**src/rtl/sort_pkg.sv**
```systemverilog
// Shared sizing, FSM state type and mask helper for the min_sort bit-serial sorter.
package sort_pkg;
  localparam int M     = 4;
  localparam int KEY_W = 4;
  localparam int IDX_W = $clog2(M);
  localparam int CNT_W = (KEY_W > 1) ? $clog2(KEY_W) : 1;

  typedef enum logic [1:0] {
    IDLE = 2'd0,
    SCAN = 2'd1,
    EMIT = 2'd2
  } state_e;

  function automatic logic onehot(input logic [M-1:0] v);
    return (v != '0) && ((v & (v - M'(1))) == '0);
  endfunction
endpackage

```
**src/rtl/min_sort_pick.sv**
```systemverilog
// Lowest-set-bit priority selector: one-hot select plus its binary row index.
module min_sort_pick
  import sort_pkg::*;
(
  input  logic [M-1:0]     mask_i,
  output logic [M-1:0]     sel_o,
  output logic [IDX_W-1:0] idx_o
);
  assign sel_o = mask_i & (~mask_i + M'(1));

  always_comb begin
    idx_o = '0;
    for (int k = M - 1; k >= 0; k--)
      if (mask_i[k]) idx_o = IDX_W'(k);
  end
endmodule

```
**src/rtl/min_sort_ctrl.sv**
```systemverilog
// Bit-serial minimum-extraction sequencer: MSB-first plane scan, stable ascending emit.
// Optional MIN_SORT_EARLY_EXIT_EN leaves SCAN as soon as a single candidate remains.
module min_sort_ctrl
  import sort_pkg::*;
(
  input  logic                      i_clk,
  input  logic                      i_rst,
  input  logic [M-1:0][KEY_W-1:0]   i_keys,
  input  logic                      i_valid,
  output logic                      o_ready,
  output logic                      o_valid,
  input  logic                      i_ready,
  output logic [IDX_W-1:0]          o_idx,
  output logic [KEY_W-1:0]          o_key,
  output logic                      o_last,
  output logic                      o_busy
);
  state_e                   state_q, state_d;
  logic [M-1:0][KEY_W-1:0]  key_q, key_d;
  logic [M-1:0]             alive_q, alive_d;
  logic [M-1:0]             cand_q, cand_d;
  logic [CNT_W-1:0]         cnt_q, cnt_d;
  logic [M-1:0]             sel_q;
  logic [IDX_W-1:0]         idx_q;
  logic [KEY_W-1:0]         okey_q;
  logic                     last_q;

  logic [M-1:0]             plane, zeros, scan_cand, rest, pick_sel;
  logic [IDX_W-1:0]         pick_idx;
  logic                     early, emit_ld;

  for (genvar k = 0; k < M; k++) begin : g_plane
    assign plane[k] = key_q[k][cnt_q];
  end

  assign zeros     = cand_q & ~plane;
  assign scan_cand = (zeros != '0) ? zeros : cand_q;
  assign rest      = alive_q & ~sel_q;

`ifdef MIN_SORT_EARLY_EXIT_EN
  assign early = onehot(scan_cand);
`else
  assign early = 1'b0;
`endif

  // Picking from the next cand lets the emit outputs be registered on EMIT entry.
  min_sort_pick u_pick (
    .mask_i (scan_cand),
    .sel_o  (pick_sel),
    .idx_o  (pick_idx)
  );

  always_comb begin
    state_d = state_q;
    key_d   = key_q;
    alive_d = alive_q;
    cand_d  = cand_q;
    cnt_d   = cnt_q;
    emit_ld = 1'b0;
    case (state_q)
      IDLE: if (i_valid) begin
        key_d   = i_keys;
        alive_d = '1;
        cand_d  = '1;
        cnt_d   = CNT_W'(KEY_W - 1);
        state_d = SCAN;
      end
      SCAN: begin
        cand_d = scan_cand;
        if (cnt_q == '0 || early) begin
          state_d = EMIT;
          emit_ld = 1'b1;
        end else begin
          cnt_d = cnt_q - CNT_W'(1);
        end
      end
      EMIT: if (i_ready) begin
        alive_d = rest;
        if (rest == '0) begin
          state_d = IDLE;
        end else begin
          cand_d  = rest;
          cnt_d   = CNT_W'(KEY_W - 1);
          state_d = SCAN;
        end
      end
      default: state_d = IDLE;
    endcase
  end

  always_ff @(posedge i_clk) begin
    if (i_rst) begin
      state_q <= IDLE;
      key_q   <= '0;
      alive_q <= '0;
      cand_q  <= '0;
      cnt_q   <= '0;
      sel_q   <= '0;
      idx_q   <= '0;
      okey_q  <= '0;
      last_q  <= 1'b0;
    end else begin
      state_q <= state_d;
      key_q   <= key_d;
      alive_q <= alive_d;
      cand_q  <= cand_d;
      cnt_q   <= cnt_d;
      if (emit_ld) begin
        sel_q  <= pick_sel;
        idx_q  <= pick_idx;
        okey_q <= key_q[pick_idx];
        last_q <= ($countones(alive_q) == 1);
      end
    end
  end

  assign o_ready = (state_q == IDLE);
  assign o_valid = (state_q == EMIT);
  assign o_busy  = (state_q != IDLE);
  assign o_idx   = idx_q;
  assign o_key   = okey_q;
  assign o_last  = last_q;
endmodule

```
**config.mk**
```make
export PLATFORM = sky130hd
export DESIGN_NAME = min_sort_ctrl
export DESIGN_NICKNAME = d
export VERILOG_FILES = /design/src/rtl/sort_pkg.sv /design/src/rtl/min_sort_pick.sv /design/src/rtl/min_sort_ctrl.sv
export SDC_FILE = /design/constraint.sdc
export NUM_CORES = 1
export LEC_CHECK = 0
export ABC_AREA = 0
export BUFFER_PORTS_ARGS = -buffer_cell sky130_fd_sc_hd__buf_2
export CAP_MARGIN = 20
export CORE_MARGIN = 2
export CORE_UTILIZATION = 56
export CTS_CLUSTER_SIZE = 12
export DETAILED_ROUTE_END_ITERATION = 10
export PLACE_DENSITY = 0.86
export SLEW_MARGIN = 10
export SYNTH_ARGS = -nofsm -noshare
export SYNTH_HDL_FRONTEND = slang
export SYNTH_HIERARCHICAL = 1
export SYNTH_SLANG_ARGS = --single-unit
```
**constraint.sdc**
```tcl
create_clock -name i_clk -period 3.65 [get_ports i_clk]
set_clock_uncertainty 0.05 [all_clocks]
set_input_delay 1.095 -clock i_clk [delete_from_list [all_inputs] [get_ports i_clk]]
set_output_delay 1.095 -clock i_clk [all_outputs]
set_load 0.02 [all_outputs]
```
### After elaboration in Yosys (flattened, before gate mapping)

Cells that the tools add are included.

| word-level totals | value |
|---|---|
| bits of input ports | 20 |
| word-level logic and storage cells | 78 |
| register bits after elaboration | 39 |

| cells by class | value |
|---|---|
| equality and inequality tests | 8 |
| bitwise logic cells | 6 |
| add/subtract/negate cells | 5 |
| $lt $le $gt $ge | 2 |
| mux-type cells | 33 |
| reduce and logical (&&, ||, !) cells | 12 |

Operator list:

| operator | number |
|---|---|
| two-way mux 4 bit | 6 |
| two-way mux 2 bit | 11 |
| bitwise AND 4 bit | 3 |
| inverter 4 bit | 3 |
| one-hot mux 2 bit (3 select lines) | 2 |
| one-hot mux 4 bit (3 select lines) | 1 |
| binary-select mux 1 bit (select 2 bit) | 4 |
| binary-select mux 4 bit (select 2 bit) | 1 |
| != test 2 bit (second input constant) | 4 |
| one-hot mux 4 bit (2 select lines) | 1 |
| two-way mux 1 bit | 7 |
| less-than comparator 2 x 3 -> 1 bit (second input constant) | 2 |
| AND reduction 3 bit | 2 |
| AND reduction 5 bit | 1 |
| adder 1 x 1 -> 2 bit | 2 |
| adder 4 x 1 -> 4 bit (second input constant) | 1 |
| logical NOT 2 bit | 2 |
| logical NOT 4 bit | 1 |
| AND reduction 4 bit | 1 |
| nonzero test 2 bit | 2 |
| nonzero test 4 bit | 1 |
| adder 2 x 2 -> 3 bit | 1 |
| == test 3 x 1 -> 1 bit (second input constant) | 1 |
| nonzero test 3 bit | 1 |
| other kinds (5) | 5 |

### Depth between registers and ports, before layout

Gate-level depths: netlist (run 1).

| logic depth | value |
|---|---|
| word-level depth | 12 |
| mapped depth | 11 |
| depth with buffers taken out | 10 |

### Modules after synthesis

The synthesis (run 1) kept the hierarchy.

Modules (own cells, without submodules):

| module | instances | area an instance (um^2) | cells each |
|---|---|---|---|
| min_sort_ctrl | 1 | 1976.9 | 233 |
| min_sort_pick | 1 | 68.8 | 9 |

### Worst setup path before layout (run 1)

OpenSTA, ideal clock, no wires.

| path | value |
|---|---|
| kind | register to register |
| start point | reg cnt_q[0] |
| end point | reg okey_q[2] (netlist: o_key[2]) |
| buffers on the path | 0 |
| setup slack | 0.671 ns |
| arrival time | 2.796 ns |
| stages on the path, launching flop included | 9 |
| cell sequence | dfxtp_1 > mux4_1 > o22ai_2 > a221oi_4 > o21a_1 > nor3_1 > mux4_2 > nand2_1 > a21oi_1 |

| between the ends | value |
|---|---|
| elaborated cells on any way between the ends | 21 |

RTL lines:

| element | RTL line | RTL |
|---|---|---|
| start, declared | min_sort_ctrl.sv:22 | `logic [CNT_W-1:0] cnt_q, cnt_d;` |
| start signal, assigned | min_sort_ctrl.sv:107 | `cnt_q <= cnt_d;` |
| binary-select mux 1 bit (select 2 bit) | min_sort_ctrl.sv:33 | `assign plane[k] = key_q[k][cnt_q];` |
| two-way mux 1 bit (implied by the code) | min_sort_ctrl.sv:33 |  |
| inverter 4 bit (*) | min_sort_ctrl.sv:36 | `assign zeros = cand_q & ~plane;` |
| bitwise AND 4 bit (*) | min_sort_ctrl.sv:36 |  |
| nonzero test 4 bit | min_sort_ctrl.sv:37 | `assign scan_cand = (zeros != '0) ? zeros : cand_q;` |
| two-way mux 4 bit (*) | min_sort_ctrl.sv:37 |  |
| via scan_cand[0] | min_sort_ctrl.sv:28 | `logic [M-1:0] plane, zeros, scan_cand, rest, pick_sel;` |
| two-way mux 2 bit (*) | min_sort_pick.sv:14 | `if (mask_i[k]) idx_o = IDX_W'(k);` |
| via pick_idx[1] | min_sort_ctrl.sv:29 | `logic [IDX_W-1:0] pick_idx;` |
| binary-select mux 4 bit (select 2 bit) (*) | min_sort_ctrl.sv:111 | `okey_q <= key_q[pick_idx];` |
| two-way mux 4 bit (implied by the code) (*) | min_sort_ctrl.sv:111 |  |
| end signal, assigned | min_sort_ctrl.sv:111 |  |
| end, declared | min_sort_ctrl.sv:25 | `logic [KEY_W-1:0] okey_q;` |

The timed path passes the listed nets; every way through them passes the cells marked *. The select of a mux whose other input is x is not followed.
A chain may end at the register's enable or synchronous reset.

### Final worst setup path (run 1)

| path | value |
|---|---|
| start point | reg cnt_q[0] |
| end point | reg okey_q[3] (netlist: o_key[3]) |

| between the ends | value |
|---|---|
| elaborated cells on any way between the ends | 21 |

RTL lines:

| element | RTL line |
|---|---|
| binary-select mux 1 bit (select 2 bit) | min_sort_ctrl.sv:33 |
| two-way mux 1 bit (implied by the code) | min_sort_ctrl.sv:33 |
| inverter 4 bit (*) | min_sort_ctrl.sv:36 |
| bitwise AND 4 bit (*) | min_sort_ctrl.sv:36 |
| nonzero test 4 bit | min_sort_ctrl.sv:37 |
| two-way mux 4 bit (*) | min_sort_ctrl.sv:37 |
| via scan_cand[2] | min_sort_ctrl.sv:28 |
| two-way mux 2 bit (*) (3 in a row) | min_sort_pick.sv:14 |
| via pick_idx[0] | min_sort_ctrl.sv:29 |
| binary-select mux 4 bit (select 2 bit) (*) | min_sort_ctrl.sv:111 |
| two-way mux 4 bit (implied by the code) (*) | min_sort_ctrl.sv:111 |

Marks and branches as above.

==> impl_metrics.env, run 1 <==
export IMPL_area_growth_pct=11.9
export IMPL_finalMaxSlewViolations=0
export IMPL_reg2reg_slack_ps=710
export IMPL_grt_pass1_vias=1693
export IMPL_fp_dieH_um=64.4
export IMPL_fin_cells=314
export IMPL_antenna_cells=0
export IMPL_critPathArrivalTime_ps=3100
export IMPL_mostFrequentLayoutCells="nand2_1 (63), dfxtp_1 (39), a21oi_1 (35)"
export IMPL_post_route_drc_count=0
export IMPL_vias=1695
export IMPL_finalSetupViolCount=0
export IMPL_rows=21
export IMPL_syn_cell_area_um2=2050
export IMPL_coreArea_um2=3420
export IMPL_ys_ff_latch=39
export IMPL_p_sw_mw=0.733
export IMPL_worstSetupStartpointType="flip-flop"
export IMPL_antenna_found_initial=0
export IMPL_hpwl_um=3130
export IMPL_avgSynthCellArea_um2=8.45
export IMPL_cts_tree="done"
export IMPL_power_per_cell_area_nw_per_um2=779
export IMPL_cts_made_buffers=5
export IMPL_place_inst=306
export IMPL_yosys_top_cells_area="dfxtp_1 (38%), nand2_1 (12%), a21oi_1 (8.6%)"
export IMPL_post_cts_repair_setup_buffers=0
export IMPL_ctsRootBufferMaster="clkbuf_4"
export IMPL_ant_nets=0
export IMPL_synth_top_cell_area_share=0.382
export IMPL_ys_seq_area_frac=0.382
export IMPL_via_per_inst=5.40
export IMPL_ys_warn_count=6
export IMPL_gp_congestion=0.933
export IMPL_finalHoldViolCount=0
export IMPL_rsz0062_at_grt="no"
export IMPL_grt_pass1_wl_um=7490
export IMPL_synthFlopType="dfxtp_1"
export IMPL_drive_gt1_frac=0.198
export IMPL_end_kind="flip-flop"
export IMPL_timing_setup_tns_ps=0
export IMPL_p_leak_nw=0.941
export IMPL_clockPowerShare=0.171
export IMPL_clock_sinks=39
export IMPL_wl_per_cell_um=13.4
export IMPL_clk_path_buf_depth=2
export IMPL_cts_resized=0
export IMPL_switching_share=0.411
export IMPL_hp_class="flip-flop to flip-flop"
export IMPL_status="finished clean"
export IMPL_worstPathRequired_ps=3810
export IMPL_initial_core_util=0.599
export IMPL_first_iter_violations=83
export IMPL_seqPwrFrac=0.353
export IMPL_htreeDepth=2
export IMPL_path_clk_slew_ps=120
export IMPL_synth_edf_count=0
export IMPL_io_buffers=29
export IMPL_io_pin_count=30
export IMPL_period_share=0.806
export IMPL_postCtsHoldBufs=0
export IMPL_dieArea_um2=4150
export IMPL_slew_headroom=0.395
export IMPL_synthCells=242
export IMPL_synth_top_area_cell="dfxtp_1"
export IMPL_path_max_fanout=8
export IMPL_drv_cap=0
export IMPL_synth_async_reset_ratio=0
export IMPL_peakVddDrop_mv=0.341
export IMPL_intPower_mw=1.05
export IMPL_mostFrequentLayoutCell="nand2_1"
export IMPL_fin_nets=296
export IMPL_tightest_slew_ps=904
export IMPL_grt_max_degree=40
export IMPL_clock_fmax_mhz=340
export IMPL_drtPass1Iterations=6
export IMPL_overflow=0
export IMPL_clk_latency_ps=340
export IMPL_combPwrFrac=0.476
export IMPL_finish_utilization=0.670
export IMPL_fp_dieW_um=64.4
export IMPL_synth_cell_types=40
export IMPL_holdWs_ps=410
export IMPL_path_class="flip-flop to flip-flop"
export IMPL_routed_wl_um=4210
export IMPL_period_minus_slack_ps=2940
export IMPL_grt_use_total=0.230
export IMPL_synth_nets=271
synthesized netlist by cell type (2+ instances only):
cell type,n
a311oi_1,2
inv_2,2
o21bai_1,4
nor2b_1,5
dfxtp_1,39
nand2_1,63
mux4_2,4
a2bb2oi_1,5
o211ai_1,4
mux2i_1,4
nor2_1,11
o21a_1,3
mux4_1,2
a21oi_1,35
inv_1,15
a41oi_1,4
ha_1,8
nor3_1,2
clkbuf_1,9
critical path, stage by stage (launching register included):
cell and delay [ps]:
dfxtp_1 470, mux4_1 650, o22ai_2 220, a221oi_4 80, o21a_1 220, nand2b_4 150
a21oi_2 290, mux4_2 540, nand2_1 80, a21oi_1 60
state kept, by name, indices dropped and copies added (netlist names):
register,count
sel_q,4
cand_q,4
o_key,4
cnt_q,2
o_last,1
key_q,16
o_idx,2
state_q,2
alive_q,4
power by group through the flow:
stage	combinational (mW)	clock [mW]	sequential [mW]
finish	0.849	0.304	0.629
global route	0.964	0.334	0.644
CTS	0.850	0.309	0.628
detailed placement	0.848	0	0.636
global placement	0.827	0	0.633
floorplan	0.703	0	0.611
routing by layer:
metal	up-vias	track usage	share of wire
met4	0	0.0718	0.0086
met5	-	0	0
met3	4	0.0434	0.032
met2	30	0.406	0.50
li1	887	-	-
met1	774	0.283	0.46
final timing paths:
kind,from,endpoint,cells after the start
hold / removal,o_idx[1],o_idx[1],2
setup / recovery,cnt_q[0],o_key[3],9
setup reg to reg,cnt_q[0],o_key[3],9
hold reg to reg,o_idx[1],o_idx[1],2
cells by family (layout without fill, tap and decap cells):
kind of cell             count (synthesis)  count (layout)  synth area share
buffers and inverters                   30              56            0.0612
AND/OR/NAND/NOR                         88              88             0.185
adder cells (fa/ha/maj)                  9               9            0.0587
flip-flops                              39              39             0.382
multiplexers                            12              12             0.102
AO/OA/AOI/OAI                           64              64             0.211
stage by stage:
stage | area (µm²) | power (mW) | setup slack, ps
6_report | 2290 | 1.78 | 709
5_1_grt | 2290 | 1.94 | 499
4_1_cts | 2290 | 1.79 | 707
3_5_place_dp | 2200 | 1.48 | 733
3_3_place_gp | 2200 | 1.46 | 817
2_1_floorplan | 2050 | 1.31 | 671
final cells by class:
type | instances | area [µm²]
Clock inverter | 2 | 35.0
Clock buffer | 6 | 51.3
Inverter | 17 | 63.8
Tap cell | 46 | 57.6
Sequential cell | 39 | 781
Fill cell | 300 | 1130
Timing Repair Buffer | 31 | 160
Multi-Input combinational cell | 173 | 1140
Note: power is estimated with default switching activity, not from simulation.
==> run 2, diff against run 1 <==
Settings changed: CORE_UTILIZATION 56 to 51, PLACE_DENSITY 0.86 to 0.83.
Clock period 3.65 ns to 2.7 ns, I/O delays scaled along.
==> run 2 against run 1 <==
Effect of this change: cell area rose by 6.4%; sequential cell count did not move; fmax rose by 11%; sequential power rose by 36%; die area rose by 9.2%; register-to-register slack got worse by 650 ps; final cell count rose by 5.1%; non-clock buffer count rose by 12; power rose by 47%; critical path depth rose by 1; critical path type unchanged; worst setup slack got worse by 650 ps; count of clock-buffer cells in the layout rose by 1.
==> impl_metrics.env, run 2 (synthesized netlist as in run 1, its figures left out) <==
export IMPL_area_growth_pct=19.0
export IMPL_post_cts_repair_setup_buffers=0
export IMPL_worstPathRequired_ps=2840
export IMPL_path_max_fanout=6
export IMPL_rows=23
export IMPL_cts_made_buffers=5
export IMPL_power_per_cell_area_nw_per_um2=1080
export IMPL_status="finished clean"
export IMPL_coreArea_um2=3940
export IMPL_clk_path_buf_depth=2
export IMPL_wl_per_cell_um=14.1
export IMPL_p_leak_nw=1.01
export IMPL_fp_dieW_um=67.3
export IMPL_period_share=0.978
export IMPL_grt_pass1_wl_um=8020
export IMPL_critPathArrivalTime_ps=2780
export IMPL_routed_wl_um=4650
export IMPL_cp_common_cell="nor2_2"
export IMPL_path_delay_family="multiplexers"
export IMPL_fillCellCount=333
export IMPL_htreeDepth=2
export IMPL_path_clk_slew_ps=80
export IMPL_path_class="flip-flop to flip-flop"
export IMPL_slew_headroom=0.524
export IMPL_total_power_mw=2.62
export IMPL_fp_dieH_um=67.3
export IMPL_ant_nets=0
export IMPL_postCtsHoldBufs=0
export IMPL_via_per_inst=5.40
export IMPL_path_cells="inv_2 > mux2_4 > a221oi_4 > nor2_1 > nor2_2 > nor2_2 > nor3_4 > mux4_2 > nand2_2 > a21oi_2"
export IMPL_clock_fmax_mhz=379
export IMPL_drv_cap=0
export IMPL_finalHoldViolCount=0
export IMPL_tightest_slew_ps=712
export IMPL_holdWs_ps=408
export IMPL_fin_cells=330
export IMPL_peakVddDrop_mv=0.487
export IMPL_max_stage_delay_ps=570
export IMPL_vias=1783
export IMPL_drive_gt1_frac=0.264
export IMPL_cts_tree="done"
export IMPL_hpwl_um=3410
export IMPL_finalMaxSlewViolations=0
export IMPL_grt_use_total=0.240
export IMPL_grt_max_degree=30
export IMPL_initial_core_util=0.519
export IMPL_hp_class="flip-flop to flip-flop"
export IMPL_ctsRootBufferMaster="clkbuf_8"
export IMPL_timing_setup_tns_ps=0
export IMPL_finalSetupViolCount=0
export IMPL_crit_path_top_delay_cell="mux4_2"
export IMPL_io_pin_count=30
export IMPL_end_kind="flip-flop"
export IMPL_first_iter_violations=84
export IMPL_clock_sinks=39
export IMPL_post_route_drc_count=0
export IMPL_period_minus_slack_ps=2640
export IMPL_antenna_cells=0
export IMPL_mostFrequentLayoutCell="nand2_1"
export IMPL_top_register="key_q"
export IMPL_dieArea_um2=4530
export IMPL_drtPass1Iterations=4
export IMPL_reg2reg_slack_ps=60
export IMPL_io_buffers=29
export IMPL_final_setup_worst_slack_ps=59.7
export IMPL_place_inst=322
export IMPL_rsz0062_at_grt="yes"
export IMPL_fin_nets=308
export IMPL_clk_latency_ps=290
export IMPL_grt_pass1_vias=1730
export IMPL_mostFrequentLayoutCells="nand2_1 (62), dfxtp_1 (37), a21oi_1 (34)"
export IMPL_worstSetupStartpointType="flip-flop"
export IMPL_path_buf_inv=1
export IMPL_overflow=0
export IMPL_antenna_found_initial=0
export IMPL_dp_slack_ps=-51.6
export IMPL_gp_congestion=0.862
export IMPL_largest_register_ffs=16
run 2: final cells by class:
cell class	instances	area, µm²	area share
timing repair buffer	43	250	0.103
sequential	39	788	0.324
tap	50	62.6	0.0257
multi-input combinational	173	1170	0.479
clock buffer	7	96.3	0.0396
inverter	17	63.8	0.0262
clock inverter	1	7.51	0.00308
run 2: final timing paths:
path	start	to	cells after the start
worst min register to register	o_last	o_last	2
worst max-delay path	cnt_q[0]	o_key[0]	10
worst min-delay path	o_last	o_last	2
worst max register to register	cnt_q[0]	o_key[0]	10
run 2: stage by stage:
step                area, µm²  utilization
floorplan                2060            -
global placement         2310        0.586
detailed placement       2310        0.586
CTS                      2410        0.610
global route             2430        0.618
finish                   2430        0.618
run 2: timing repair:
| item | CTS | global route |
|---|---|---|
| hold endpoints to repair | 0 | 0 |
| pin swaps | 1 | 5 |
| endpoints found under the setup margin | 4 | 4 |
| cloned | 0 | 0 |
| resized for setup | 3 | 9 |
run 2: report_power, final:
group          switching [mW]  total [mW]  internal (mW)
clock network           0.207       0.440          0.232
registers               0.140       0.855          0.715
logic                   0.728        1.33          0.601
total                    1.08        2.62           1.55
run 2: layer usage:
metal / vias up / routed length [µm] / global-route usage
met2: 39 / 2350 / 0.408
met5: - / 0 / 0
met1: 829 / 1950 / 0.274
li1: 900 / - / -
met4: 0 / 159 / 0.138
met3: 15 / 185 / 0.0583
run 2: worst min-delay path: cells and delay by family, from the launching register on:
kind	cells	cell delay [ps]
compound gates	1	50
simple gates	1	50
flops	1	310
